`src/rtl/cache_ctrl.sv`:
```
// MESI cache controller: one set lookup per trace command in an external tag/LRU/MESI
// array, bus traffic for fills, write-backs and upgrades, snoop replies and statistics.
module cache_ctrl #(
  parameter int SETS  = 16384,
  parameter int WAYS  = 8,
  parameter int TAG_W = 12,
  localparam int SW = $clog2(SETS),
  localparam int LW = $clog2(WAYS),
  localparam int LN = TAG_W + LW + 2
) (
  input  logic               clk,
  input  logic               rst,
  input  logic               cmd_valid,
  output logic               cmd_ready,
  input  logic [3:0]         cmd_n,
  input  logic [31:0]        cmd_addr,
  input  logic [1:0]         snoop_res,
  output logic [SW-1:0]      arr_set,
  output logic               arr_rd_en,
  output logic               arr_wr_en,
  input  logic [WAYS*LN-1:0] arr_rd_line,
  output logic [WAYS*LN-1:0] arr_wr_line,
  output logic [2:0]         bus_op,
  output logic               bus_valid,
  output logic [1:0]         snoop_reply,
  output logic               done,
  output logic               hit,
  output logic [31:0]        cnt_rd,
  output logic [31:0]        cnt_wr,
  output logic [31:0]        cnt_hit,
  output logic [31:0]        cnt_miss
);

  typedef enum logic [1:0] {IDLE, LOOKUP, UPDATE, CLEAR} state_t;

  localparam logic [1:0] ST_I = 2'd0, ST_S = 2'd1, ST_E = 2'd2, ST_M = 2'd3;
  localparam logic [2:0] BUS_NONE = 3'd0, BUS_READ = 3'd1, BUS_WRITE = 3'd2,
                         BUS_INV = 3'd3, BUS_RWIM = 3'd4;
  localparam logic [1:0] REP_NOHIT = 2'd0, REP_HIT = 2'd1, REP_HITM = 2'd2;
  localparam logic [3:0] CMD_WRITE = 4'd1, CMD_SNP_RD = 4'd3, CMD_SNP_WR = 4'd4,
                         CMD_SNP_RWIM = 4'd5, CMD_SNP_INV = 4'd6, CMD_CLEAR = 4'd8,
                         CMD_PRINT = 4'd9;

  state_t               state_q, state_d;
  logic [3:0]           cmd_q, cmd_d;
  logic [TAG_W-1:0]     tag_q, tag_d;
  logic [SW-1:0]        set_q, set_d;
  logic [SW-1:0]        clr_q, clr_d;
  logic                 wb_q, wb_d;
  logic [WAYS*LN-1:0]   lines_q, lines_d;
  logic [31:0]          cnt_rd_q, cnt_rd_d, cnt_wr_q, cnt_wr_d;
  logic [31:0]          cnt_hit_q, cnt_hit_d, cnt_miss_q, cnt_miss_d;

  logic [WAYS*LN-1:0]   lines;
  logic [TAG_W-1:0]     tag_a [WAYS];
  logic [LW-1:0]        lru_a [WAYS];
  logic [1:0]           mesi_a [WAYS];
  logic [TAG_W-1:0]     new_tag [WAYS];
  logic [LW-1:0]        new_lru [WAYS];
  logic [1:0]           new_mesi [WAYS];

  logic                 hit_any, inv_any, is_access;
  logic [LW-1:0]        hit_way, inv_way, lru_way, vic_way, acc_way;

  logic unused_addr;
  assign unused_addr = ^cmd_addr[5:0];

  function automatic logic is_lookup(input logic [3:0] c);
    return (c <= 4'd6) || (c == CMD_PRINT);
  endfunction

  function automatic logic [31:0] sat_inc(input logic [31:0] v);
    return (v == 32'hFFFF_FFFF) ? v : v + 32'd1;
  endfunction

  // During the extra write-back cycle the array read data is gone, so use the latched copy.
  assign lines = wb_q ? lines_q : arr_rd_line;

  generate
    for (genvar gi = 0; gi < WAYS; gi++) begin : g_way
      assign tag_a[gi]  = lines[gi*LN + LW + 2 +: TAG_W];
      assign lru_a[gi]  = lines[gi*LN + 2 +: LW];
      assign mesi_a[gi] = lines[gi*LN +: 2];
      assign arr_wr_line[gi*LN +: LN] = {new_tag[gi], new_lru[gi], new_mesi[gi]};
    end
  endgenerate

  always_comb begin
    hit_any = 1'b0;
    inv_any = 1'b0;
    hit_way = '0;
    inv_way = '0;
    lru_way = '0;
    for (int j = WAYS - 1; j >= 0; j--) begin
      if (mesi_a[j] != ST_I && tag_a[j] == tag_q) begin
        hit_any = 1'b1;
        hit_way = LW'(j);
      end
      if (mesi_a[j] == ST_I) begin
        inv_any = 1'b1;
        inv_way = LW'(j);
      end
      if (lru_a[j] == LW'(WAYS - 1)) lru_way = LW'(j);
    end
    vic_way   = inv_any ? inv_way : lru_way;
    acc_way   = hit_any ? hit_way : vic_way;
    is_access = (cmd_q <= 4'd2);
  end

  always_comb begin
    state_d     = state_q;
    cmd_d       = cmd_q;
    tag_d       = tag_q;
    set_d       = set_q;
    clr_d       = clr_q;
    wb_d        = wb_q;
    lines_d     = lines_q;
    cnt_rd_d    = cnt_rd_q;
    cnt_wr_d    = cnt_wr_q;
    cnt_hit_d   = cnt_hit_q;
    cnt_miss_d  = cnt_miss_q;
    cmd_ready   = 1'b0;
    arr_set     = '0;
    arr_rd_en   = 1'b0;
    arr_wr_en   = 1'b0;
    bus_op      = BUS_NONE;
    snoop_reply = REP_NOHIT;
    done        = 1'b0;
    hit         = 1'b0;
    for (int j = 0; j < WAYS; j++) begin
      new_tag[j]  = '0;
      new_lru[j]  = '0;
      new_mesi[j] = ST_I;
    end

    unique case (state_q)
      IDLE: begin
        cmd_ready = 1'b1;
        if (cmd_valid) begin
          cmd_d = cmd_n;
          tag_d = cmd_addr[31 -: TAG_W];
          set_d = cmd_addr[6 +: SW];
          clr_d = '0;
          wb_d  = 1'b0;
          if (cmd_n == CMD_CLEAR) begin
            state_d    = CLEAR;
            cnt_rd_d   = '0;
            cnt_wr_d   = '0;
            cnt_hit_d  = '0;
            cnt_miss_d = '0;
          end else if (is_lookup(cmd_n)) begin
            state_d = LOOKUP;
          end else begin
            state_d = UPDATE;
          end
        end
      end

      LOOKUP: begin
        arr_set   = set_q;
        arr_rd_en = 1'b1;
        state_d   = UPDATE;
      end

      UPDATE: begin
        arr_set = set_q;
        for (int j = 0; j < WAYS; j++) begin
          new_tag[j]  = tag_a[j];
          new_lru[j]  = lru_a[j];
          new_mesi[j] = mesi_a[j];
        end
        if (is_access && !hit_any && mesi_a[vic_way] == ST_M && !wb_q) begin
          bus_op  = BUS_WRITE;
          wb_d    = 1'b1;
          lines_d = arr_rd_line;
        end else begin
          done    = 1'b1;
          state_d = IDLE;
          wb_d    = 1'b0;
          if (is_lookup(cmd_q)) hit = hit_any;
          if (is_access) begin
            arr_wr_en = 1'b1;
            // Promote the accessed way to MRU; everything younger than it ages by one.
            for (int j = 0; j < WAYS; j++) begin
              if (lru_a[j] < lru_a[acc_way]) new_lru[j] = lru_a[j] + LW'(1);
            end
            new_lru[acc_way] = '0;
            if (hit_any) begin
              if (cmd_q == CMD_WRITE) begin
                if (mesi_a[acc_way] == ST_S) bus_op = BUS_INV;
                new_mesi[acc_way] = ST_M;
              end
            end else begin
              new_tag[acc_way] = tag_q;
              if (cmd_q == CMD_WRITE) begin
                new_mesi[acc_way] = ST_M;
                bus_op            = BUS_RWIM;
              end else begin
                new_mesi[acc_way] = (snoop_res == REP_NOHIT) ? ST_E : ST_S;
                bus_op            = BUS_READ;
              end
            end
            if (cmd_q == CMD_WRITE) cnt_wr_d = sat_inc(cnt_wr_q);
            else                    cnt_rd_d = sat_inc(cnt_rd_q);
            if (hit_any) cnt_hit_d  = sat_inc(cnt_hit_q);
            else         cnt_miss_d = sat_inc(cnt_miss_q);
          end else if (cmd_q >= CMD_SNP_RD && cmd_q <= CMD_SNP_INV && hit_any) begin
            arr_wr_en   = (cmd_q != CMD_SNP_WR);
            snoop_reply = REP_HIT;
            case (cmd_q)
              CMD_SNP_RD: begin
                if (mesi_a[hit_way] == ST_M) snoop_reply = REP_HITM;
                new_mesi[hit_way] = ST_S;
              end
              CMD_SNP_RWIM: begin
                if (mesi_a[hit_way] == ST_M) snoop_reply = REP_HITM;
                new_mesi[hit_way] = ST_I;
              end
              CMD_SNP_INV: begin
                if (mesi_a[hit_way] == ST_S) new_mesi[hit_way] = ST_I;
              end
              default: ;
            endcase
          end
        end
      end

      CLEAR: begin
        arr_set   = clr_q;
        arr_wr_en = 1'b1;
        for (int j = 0; j < WAYS; j++) new_lru[j] = LW'(j);
        if (clr_q == SW'(SETS - 1)) begin
          done    = 1'b1;
          state_d = IDLE;
        end else begin
          clr_d = clr_q + SW'(1);
        end
      end

      default: state_d = IDLE;
    endcase
    bus_valid = (bus_op != BUS_NONE);
  end

  always_ff @(posedge clk or posedge rst) begin
    if (rst) begin
      state_q    <= IDLE;
      cmd_q      <= '0;
      tag_q      <= '0;
      set_q      <= '0;
      clr_q      <= '0;
      wb_q       <= 1'b0;
      lines_q    <= '0;
      cnt_rd_q   <= '0;
      cnt_wr_q   <= '0;
      cnt_hit_q  <= '0;
      cnt_miss_q <= '0;
    end else begin
      state_q    <= state_d;
      cmd_q      <= cmd_d;
      tag_q      <= tag_d;
      set_q      <= set_d;
      clr_q      <= clr_d;
      wb_q       <= wb_d;
      lines_q    <= lines_d;
      cnt_rd_q   <= cnt_rd_d;
      cnt_wr_q   <= cnt_wr_d;
      cnt_hit_q  <= cnt_hit_d;
      cnt_miss_q <= cnt_miss_d;
    end
  end

  assign cnt_rd   = cnt_rd_q;
  assign cnt_wr   = cnt_wr_q;
  assign cnt_hit  = cnt_hit_q;
  assign cnt_miss = cnt_miss_q;

endmodule

```
`config.mk`:
```
export PLATFORM = sky130hd
export DESIGN_NAME = cache_ctrl
export DESIGN_NICKNAME = d
export VERILOG_FILES = /design/src/rtl/cache_ctrl.sv
export SDC_FILE = /design/constraint.sdc
export NUM_CORES = 1
export LEC_CHECK = 0
export ABC_AREA = 1
export CAP_MARGIN = 20
export CORE_AREA = 2 2 345 245
export DETAILED_ROUTE_END_ITERATION = 12
export DIE_AREA = 0 0 347 247
export PLACE_DENSITY = 0.54
export SLEW_MARGIN = 20
export SYNTH_ARGS = -nofsm -noshare
export SYNTH_HDL_FRONTEND = slang
export SYNTH_SLANG_ARGS = --single-unit
```
`constraint.sdc`:
```
create_clock -name clk -period 12.7 [get_ports clk]
set_input_delay 2.54 -clock clk [delete_from_list [all_inputs] [get_ports clk]]
set_output_delay 2.54 -clock clk [all_outputs]
set_load 0.02 [all_outputs]
```
==> reports/qor.txt <==
# Max-Cap Violations -> 0
largest vdd supply drop -> 221 uV
critical register-to-register path endpoint -> lines_q[41]
DRC violations left -> 0
final hold viol count -> 0
hold bufs inserted after CTS -> 0
Hold Startpoint -> lines_q[38]
Mapped Nets -> 4103
count of TritonRoute iterations in the first routing pass -> 6
path category of the worst min-delay check -> reg -> reg
longest individual stage delay on the worst path -> 0.70 ns
final clock period utilization by the worst path -> 90.4%
actual transition at the worst max-transition pin -> 1.12 ns
number of buffers and inverters on the critical path -> 7
global router's overall resource usage -> 25.5%
clock root buffer -> clkbuf_16
highest clock frequency the design can meet -> 0.0871 GHz
CP delay by family, top -> simple AND/OR/NAND/NOR gates
result of the run -> completed
register-to-register setup slack -> 5.67 ns
FF+latch count, synth -> 311
global-route wire length before repair -> 166 mm
maximum net fanout on the critical path -> 8
endpoint type of the worst setup path -> primary output
CTS tree -> built
via-per-instance ratio -> 5.15
Power Density -> 285 mW/mm^2
crit path max-delay cell type -> clkdlybuf4s50_1
cell area after synthesis -> 0.0245 mm^2
pins over their slew limit -> 0
vias -> 27641
Fin Clk Skew -> 0.0316 ns
overall overflow remaining after global route -> 0
sequential-to-total area share from yosys stat -> 31.8%
clock transition at the registers of the reported paths -> 0.06 ns
arrival time of data at the critical path endpoint -> 8.95 ns
share of layout cells above drive strength 1 -> 4.14%
total wire length -> 112 mm
Register-to-Register Path Depth -> 21
number of enable flip-flop cells after synthesis -> 0
setup TNS -> 0 ns
end point of the most critical hold path -> lines_q[38]
maximum number of pins on one net before global-route repair -> 172
post-detail-place hpwl -> 83.0 mm
number of distinct standard cells referenced by the synthesized netlist -> 56
Gate Count Post-Synth -> 3892
standard-cell row count -> 89
element type at the critical path start -> primary input
Max-slew headroom -> 25.6%
Setup Crit Path Kind -> in -> out
number of DRC markers in iteration 0 -> 2813
final count of negative-setup-slack endpoints -> 0
Synthesis Warnings -> 0
Die Wd -> 347 um
initial antenna violation count -> 13
worst hold path stage count -> 2
DR WL/cell -> 20.9 um
Top FF cell, synth -> dfrtp_1
clk buf depth -> 3
required time at the worst-slack endpoint -> 10.16 ns
Finished Core Util -> 37.7%
die outline area -> 0.0857 mm^2
area of the core region -> 0.0830 mm^2
Initial Util -> 29.5%
cell area reported after detailed placement -> 0.0299 mm^2
number of buffers created by CTS -> 39
CTS H-tree lvls -> 2
number of fillers in the final layout -> 9003
fin crit period -> 11.49 ns
standby leakage power -> 0.0138 uW
Total Nets Final -> 4452
source of the worst register-to-register timing path -> wb_q
number of global-route vias before repair -> 25035
height of the chip -> 247 um
final design instance area without fill -> 0.0313 mm^2
number of buffers added on ports -> 459
Area Overhead vs Synth -> 27.6%
setup repair after global routing missed its margin -> false
number of gates resized after cts -> 0
RePlAce Congestion -> 0.963
Hold Slack -> 0.463 ns
library cell appearing most often on the critical path -> inv_1
IO Pins -> 466
syn avg cell area -> 6.30 um^2
post-CTS setup-driven buffer insertion count -> 0
Routed Antenna Nets -> 0
async set-reset flop share out of synthesis -> 100%
insertion delay of the later-clocked pin in the worst-skew pair -> 0.59 ns
# clock sinks -> 311
state kept, by name (all words and copies together) (netlist names):
register / cells
tag_q: 12
clr_q: 14
cnt_rd: 32
cnt_wr: 32
wb_q: 1
cnt_miss: 32
cnt_hit: 32
cmd_q: 4
lines_q: 136
state_q: 2
set_q: 14
report_power, final:
| part | internal, uW | leakage [uW] | switching, uW |
|---|---|---|---|
| registers | 1270 | 0.00407 | 216 |
| clock network | 728 | 0.000666 | 511 |
| logic | 1890 | 0.00910 | 4300 |
| total | 3880 | 0.0138 | 5030 |
kinds of logic (layout without fill, tap and decap cells):
kind of cell	Yosys count	count (layout)	share of synthesized area [%]
AO/OA/AOI/OAI	647	647	15.1
XOR/XNOR	119	119	4.25
adder cells (fa/ha/maj)	34	34	1.74
buffers and inverters	530	909	9.09
flip-flops	311	311	31.8
other	0	9	0
AND/OR/NAND/NOR	2251	2251	38.1
worst max-delay path by stage:
stage,end,cells after the start,startpoint
finish,arr_wr_line[55],25,arr_rd_line[20]
global route,arr_wr_line[55],27,arr_rd_line[87]
CTS,arr_wr_line[55],25,arr_rd_line[105]
detailed placement,arr_wr_line[55],25,arr_rd_line[105]
global placement,arr_wr_line[55],25,arr_rd_line[37]
floorplan,clr_q[0],1,rst
worst reg2reg max path, delay by kind of cell (launching register included):
family	cells	cell delay (ns)
AND/OR/NAND/NOR	15	3.53
buffers and inverters	5	2.76
flip-flops	1	0.50
AO/OA/AOI/OAI	1	0.09
synth_stat cells (56+ instances only):
cell / number / area, um^2
nand2_1: 1516 / 5690
inv_1: 320 / 1200
dfrtp_1: 311 / 7780
nor2_1: 274 / 1030
nand3_1: 229 / 1150
o21ai_0: 223 / 1120
a21oi_1: 195 / 976
o31ai_1: 117 / 878
clkbuf_1: 82 / 308
nor3_1: 77 / 385
buf_2: 76 / 380
xnor2_1: 63 / 552
xor2_1: 56 / 490
layout make-up:
cell class                 count  area (um^2)  area share [%]
clock inverter                19          251           0.804
timing repair buffer         495         4890            15.6
antenna                        9         22.5          0.0720
sequential                   311         7790            24.9
clock buffer                  52         1130            3.60
tap                         1092         1370            4.37
inverter                     343         1310            4.18
multi-input combinational   3051        14500            46.4
metrics by stage:
step           instances  power, uW  worst slack, ns
3_3_place_gp        5292       7540             1.47
5_1_grt             5372       9590            0.872
3_5_place_dp        5292       7570             1.49
2_1_floorplan       3892       5330             1.56
6_report            5372       8910             1.21
4_1_cts             5363       8850             1.45
routing by layer:
layer	vias to the layer above	global-route usage (%)	part of all wire [%]
met5	-	0	0
met1	12996	38.9	48
met3	146	4.32	7.7
met4	0	7.33	2.6
li1	13404	-	-
met2	1095	36.1	41
placed cells by master (no fill, tap or decap), types with 77 or more instances in the layout:
| cell type | count |
|---|---|
| nand2_1 | 1516 |
| clkdlybuf4s50_1 | 459 |
| inv_1 | 319 |
| dfrtp_1 | 310 |
| nor2_1 | 274 |
| nand3_1 | 229 |
| o21ai_0 | 223 |
| a21oi_1 | 195 |
| o31ai_1 | 117 |
| nor3_1 | 77 |
Note: power is estimated with default switching activity, not from simulation.
